==> src/rtl/if_fetch_ctrl_pkg.sv <==
// if_fetch_ctrl_pkg: shared types for the fetch-sequencing controller
package if_fetch_ctrl_pkg;
  typedef enum logic [2:0] {PC_BP, PC_JUMP, PC_EXC, PC_ERET, PC_DRET} pc_sel_e;
  typedef enum logic [1:0] {EXC_PC_EXC, EXC_PC_IRQ, EXC_PC_DBD, EXC_PC_DBG_EXC} exc_pc_sel_e;
  typedef enum logic [2:0] {RESET, BOOT, FETCH, FLUSH, SLEEP, DEBUG} fetch_state_e;
  localparam int FLUSH_CNT_W = 3;
endpackage

==> src/rtl/if_redirect_prio.sv <==
// if_redirect_prio: picks the single highest-priority fetch redirect among this cycle's events
module if_redirect_prio
  import if_fetch_ctrl_pkg::*;
(
  input  logic        debug_mode_i,
  input  logic        dbg_req_i,
  input  logic        exc_i,
  input  logic        irq_pending_i,
  input  logic        irq_en_i,
  input  logic        dret_i,
  input  logic        mret_i,
  input  logic        branch_i,
  output logic        take_o,
  output pc_sel_e     mux_o,
  output exc_pc_sel_e exc_sel_o,
  output logic        enter_dbg_o,
  output logic        exit_dbg_o,
  output logic        is_trap_o
);
  logic dbg, irq, dret;
  // debug entry and interrupts are masked in debug mode; dret is only meaningful there
  assign dbg         = dbg_req_i & ~debug_mode_i;
  assign irq         = irq_pending_i & irq_en_i & ~debug_mode_i;
  assign dret        = dret_i & debug_mode_i;
  assign is_trap_o   = dbg | exc_i | irq;
  assign take_o      = is_trap_o | dret | mret_i | branch_i;
  assign mux_o       = is_trap_o ? PC_EXC : dret ? PC_DRET : mret_i ? PC_ERET : PC_JUMP;
  assign exc_sel_o   = dbg ? EXC_PC_DBD : exc_i ? (debug_mode_i ? EXC_PC_DBG_EXC : EXC_PC_EXC) : EXC_PC_IRQ;
  assign enter_dbg_o = dbg;
  assign exit_dbg_o  = dret & ~is_trap_o;
endmodule

==> src/rtl/if_fetch_ctrl.sv <==
// if_fetch_ctrl: sequences boot, redirects, flush windows, sleep and debug for the IF stage
module if_fetch_ctrl
  import if_fetch_ctrl_pkg::*;
#(
  parameter int FLUSH_CYCLES = 2
) (
  input  logic        clk,
  input  logic        rst_n,
  input  logic        stall_i,
  input  logic        branch_i,
  input  logic        exc_i,
  input  logic        irq_pending_i,
  input  logic        irq_en_i,
  input  logic        mret_i,
  input  logic        dret_i,
  input  logic        dbg_req_i,
  input  logic        wfi_i,
  output pc_sel_e     pc_sel_mux_o,
  output exc_pc_sel_e exc_sel_o,
  output logic        pc_sel_o,
  output logic        pc_set_o,
  output logic        flush_o,
  output logic        debug_mode_o,
  output logic        trap_ack_o
);
  if (FLUSH_CYCLES < 1 || FLUSH_CYCLES > 7) begin : g_bad_flush
    $error("FLUSH_CYCLES must be in 1..7");
  end
  localparam logic [FLUSH_CNT_W-1:0] CntLoad = FLUSH_CNT_W'(FLUSH_CYCLES - 1);
  fetch_state_e            state_q;
  logic [FLUSH_CNT_W-1:0]  cnt_q;
  logic                    take, enter_dbg, exit_dbg, is_trap, dbg_d, wake, redirect;
  pc_sel_e                 mux;
  exc_pc_sel_e             exc_sel;
  if_redirect_prio u_prio (
    .debug_mode_i (debug_mode_o),
    .dbg_req_i    (dbg_req_i),
    .exc_i        (exc_i),
    .irq_pending_i(irq_pending_i),
    .irq_en_i     (irq_en_i),
    .dret_i       (dret_i),
    .mret_i       (mret_i),
    .branch_i     (branch_i),
    .take_o       (take),
    .mux_o        (mux),
    .exc_sel_o    (exc_sel),
    .enter_dbg_o  (enter_dbg),
    .exit_dbg_o   (exit_dbg),
    .is_trap_o    (is_trap)
  );
  assign dbg_d    = (debug_mode_o | enter_dbg) & ~exit_dbg;
  // sleep wakes on any pending irq or debug request, but only a trap redirects out of it
  assign wake     = irq_pending_i | dbg_req_i;
  assign redirect = take & ((state_q != SLEEP) | (wake & is_trap));
  // single FSM register: state, flush counter and every output are updated together
  always_ff @(posedge clk) begin
    if (!rst_n) begin
      state_q      <= RESET;
      cnt_q        <= '0;
      pc_sel_mux_o <= PC_BP;
      exc_sel_o    <= EXC_PC_EXC;
      pc_sel_o     <= 1'b0;
      pc_set_o     <= 1'b0;
      flush_o      <= 1'b1;
      debug_mode_o <= 1'b0;
      trap_ack_o   <= 1'b0;
    end else begin
      pc_sel_o   <= 1'b0;
      trap_ack_o <= 1'b0;
      case (state_q)
        RESET: begin
          state_q      <= BOOT;
          pc_sel_mux_o <= PC_BP;
          pc_set_o     <= 1'b0;
          flush_o      <= 1'b1;
        end
        BOOT: begin
          state_q      <= FETCH;
          pc_sel_mux_o <= PC_JUMP;
          pc_set_o     <= !stall_i;
          flush_o      <= 1'b0;
        end
        FLUSH: begin
          state_q      <= (cnt_q == 3'd1) ? (debug_mode_o ? DEBUG : FETCH) : FLUSH;
          cnt_q        <= cnt_q - 1'b1;
          pc_sel_mux_o <= PC_JUMP;
          pc_set_o     <= 1'b1;
          flush_o      <= 1'b1;
        end
        FETCH, DEBUG, SLEEP: begin
          if (redirect) begin
            state_q      <= (CntLoad == '0) ? (dbg_d ? DEBUG : FETCH) : FLUSH;
            cnt_q        <= CntLoad;
            pc_sel_mux_o <= mux;
            exc_sel_o    <= is_trap ? exc_sel : exc_sel_o;
            pc_sel_o     <= (mux == PC_JUMP);
            pc_set_o     <= 1'b0;
            flush_o      <= 1'b1;
            debug_mode_o <= dbg_d;
            trap_ack_o   <= is_trap;
          end else if ((state_q == SLEEP && !wake) || (state_q != SLEEP && wfi_i && !debug_mode_o)) begin
            // WFI is a no-op in debug mode so a halted core can never doze off
            state_q      <= SLEEP;
            pc_sel_mux_o <= PC_JUMP;
            pc_set_o     <= 1'b0;
            flush_o      <= 1'b0;
          end else begin
            state_q      <= debug_mode_o ? DEBUG : FETCH;
            pc_sel_mux_o <= PC_JUMP;
            pc_set_o     <= !stall_i;
            flush_o      <= 1'b0;
          end
        end
        default: begin
          state_q      <= RESET;
          cnt_q        <= '0;
          pc_sel_mux_o <= PC_BP;
          exc_sel_o    <= EXC_PC_EXC;
          pc_set_o     <= 1'b0;
          flush_o      <= 1'b1;
          debug_mode_o <= 1'b0;
        end
      endcase
    end
  end
endmodule

==> config.mk <==
export PLATFORM = sky130hd
export DESIGN_NAME = if_fetch_ctrl
export DESIGN_NICKNAME = d
export VERILOG_FILES = /design/src/rtl/if_fetch_ctrl_pkg.sv /design/src/rtl/if_redirect_prio.sv /design/src/rtl/if_fetch_ctrl.sv
export SDC_FILE = /design/constraint.sdc
export NUM_CORES = 1
export LEC_CHECK = 0
export ABC_AREA = 1
export ABC_CLOCK_PERIOD_IN_PS = 1390
export CORE_UTILIZATION = 55
export CTS_CLUSTER_DIAMETER = 60
export DETAILED_ROUTE_END_ITERATION = 8
export DONT_BUFFER_PORTS = 1
export HOLD_SLACK_MARGIN = 0.03
export PLACE_DENSITY = 0.81
export SYNTH_ARGS = -nofsm -noshare
export SYNTH_HDL_FRONTEND = slang
export SYNTH_SLANG_ARGS = --single-unit
==> constraint.sdc <==
create_clock -name clk -period 1.39 [get_ports clk]
set_input_delay 0.2085 -clock clk [delete_from_list [all_inputs] [get_ports clk]]
set_output_delay 0.2085 -clock clk [all_outputs]
set_load 0.05 [all_outputs]
==> impl_metrics.tcl, run 1 <==
set metrics [dict create \
    status "completed" \
    io_buffer_count 0 \
    grt_use_met1_pct 24.9 \
    syn_nets 134 \
    drv_cap 0 \
    num_vias 820 \
    use_met3_pct 7.23 \
    synth_top_area_share_pct 34.8 \
    hpwl_um 1450 \
    numCtsBuffers 3 \
    drv_slew 0 \
    dieHeight_um 42.9 \
    post_route_cells_drive_above_1_share_pct 28.2 \
    cts-htree-levels 1 \
    grtUsageMet2_pct 40.6 \
    syn-cell-area_um2 921 \
    grt_pass1_wl_um 3140 \
    drt_iter0_drc 15 \
    synth.area.top_cells "dfxtp_1 35%, nand2_1 12%, nand2_4 6.1%, inv_1 4.5%, nand3_1 4.3%" \
    n_fill_cell 143 \
    postCtsSetupBuffers 0 \
    fin_nets 145 \
    path_clk_slew_ns 0.09 \
    holdWs_ns 0.0443 \
    globalRoute.totalOverflow 0 \
    yosysSeqAreaShare_pct 34.8 \
    core_area_um2 1540 \
    avgViaCountPerCell 5.58 \
    syn_area_per_cell_um2 7.61 \
    pre_cts_slack_ns 0.0618 \
    powerDensity_nw_per_um2 1200 \
    fp.dieArea_um2 1840 \
    setup_ws_ns 0.0949 \
    worstPathRequired_ns 1.63 \
    routedWlPerCell_um 12.8 \
    layout_commonest_cell "nand2_1" \
    grt-busiest-layer "met2" \
    finClkSkew_ns 0.00480 \
    place_area_um2 971 \
    worstPathArrival_ns 1.53 \
    fin_crit_sh_pct 93.2 \
    drc 0 \
    hold_violations 0 \
    n_antenna_cell 0 \
    antenna_found_initial 0 \
    clock_sinks 16 \
    crit_fanout 9 \
    track_usage_pct 22.5 \
    fin_crit_ns 1.30 \
    gp_congestion 0.919 \
    synth_largest_area_cell "dfxtp_1" \
    worst_pin_slew_ns 0.473 \
    layout.cells.most_common_list "28 x nand2_1, 13 x dfxtp_1, 11 x inv_1, 10 x nor2_1, 8 x nand3_1" \
    area_delta_synth_final_pct 13.5 \
    worstSkewPairLatency_ns 0.29 \
    ys_types 27 \
    critPathLaunchType "register" \
    clockBufferDepth 2 \
    multi_input_area_um2 532 \
    cts_root_buffer "clkbuf_4" \
    worst_setup_path_end_kind "register" \
    io_pins 21 \
    ant_nets 0 \
    syn_inst 121 \
    p_leak_nw 0.441 \
    slew_headroom_pct 68.4 \
    stdcell_area_um2 1040 \
    fp.dieW_um 42.9 \
    ys_seq_elements 16 \
    drt_first_pass_iters 4 \
    vdd_drop_max_mv 0.823 \
    max_freq_ghz 0.772 \
    setup_violations 0 \
    start_util_pct 59.7 \
    hp-class "input pin to register" \
    grt_pass1_vias 779 \
    yosys_warnings 0 \
    p_total_mw 1.25 \
    cts_tree "built" \
    grt_max_degree 10 \
    crit_type "register to register" \
    area.sequential_um2 327 \
    drt-total-wl_um 1890 \
    row_count 14 \
]
## layout make-up
| cell class | count | share of cell area, % |
|---|---|---|
| Clock buffer | 4 | 3.47 |
| Tap cell | 16 | 1.92 |
| Timing Repair Buffer | 7 | 5.51 |
| Inverter | 16 | 6.95 |
| Multi-Input combinational cell | 88 | 50.9 |
| Sequential cell | 16 | 31.3 |
## worst max-delay path: stages (launching register included)
cell and delay (ns):
dfxtp_4 0.41, nand2_2 0.09, nand2_1 0.14, nand4_4 0.15, nand2_4 0.12, nand2_1 0.08
o22ai_1 0.12, and2_1 0.14
## Yosys cell counts
| library cell | number |
|---|---|
| o21ai_4 | 1 |
| nor2_2 | 3 |
| nand2_1 | 29 |
| nand3_1 | 8 |
| xor2_1 | 1 |
| nand3_2 | 2 |
| a41oi_1 | 1 |
| nor2_1 | 10 |
| nand3b_1 | 1 |
| ha_1 | 2 |
| o21ai_0 | 2 |
| and2_1 | 1 |
| nand4_2 | 1 |
| inv_1 | 11 |
| a21oi_1 | 6 |
| dfxtp_1 | 16 |
| clkinv_8 | 1 |
| nor3_2 | 1 |
| nand2_8 | 1 |
| a211oi_1 | 1 |
| buf_6 | 1 |
| nand4_1 | 5 |
| o22ai_1 | 1 |
| nand2_2 | 4 |
| o21ai_1 | 2 |
| inv_2 | 4 |
| nand2_4 | 5 |
## what timing repair did
item / 4_1_cts / 5_1_grt
resized for setup: 0 / 5
hold endpoints to repair: 2 / 0
hold buffers: 2 / 0
endpoints found under the setup margin: 0 / 4
## through the flow
| step | cells | setup TNS (ns) | utilization (%) |
|---|---|---|---|
| finish | 147 | 0 | 67.8 |
| global route | 147 | -0.00664 | 67.8 |
| CTS | 147 | 0 | 66.6 |
| detailed placement | 141 | 0 | 63.0 |
| global placement | 141 | 0 | 63.0 |
| floorplan | 121 | 0 | - |
## layer usage
layer  wire (µm)  part of all wire [%]  up-vias
met3          77                   4.1        4
met5           0                     0        -
met2         979                    52       19
li1            -                     -      418
met4          21                   1.1        0
met1         806                    43      379
## cells by family after synthesis
| kind of cell | share of synthesized area, % |
|---|---|
| AO/OA/AOI/OAI | 9.65 |
| buffers and inverters | 9.10 |
| flip-flops | 34.8 |
| adder cells (fa/ha/maj) | 2.72 |
| XOR/XNOR | 0.951 |
| AND/OR/NAND/NOR | 42.8 |
## path summary, 6_finish.rpt
kind | start | end | slack (ns) | cells after the start
max reg2reg | debug_mode_o | state_q[2] | 0.09 | 7
min | rst_n | exc_sel_o[1] | 0.04 | 2
min reg2reg | cnt_q[1] | cnt_q[1] | 0.51 | 2
max | debug_mode_o | state_q[2] | 0.09 | 7
## registers in the layout, summed over array words and instances, names as in the netlist
register	flops
trap_ack_o	1
pc_sel_mux_o	3
pc_sel_o	1
cnt_q	3
pc_set_o	1
debug_mode_o	1
flush_o	1
state_q	3
exc_sel_o	2
## power by group
group / total (mW) / internal, mW / switching, mW
registers: 0.592 / 0.505 / 0.0870
logic: 0.361 / 0.126 / 0.235
clock network: 0.299 / 0.160 / 0.139
(Power assumes the default switching activity.)
==> run 2: changes to the inputs <==
Settings changed: CTS_CLUSTER_DIAMETER 60 to 120.
==> results of run 2 <==
The final DEF is identical to that of run 1; final timing and power are the same.
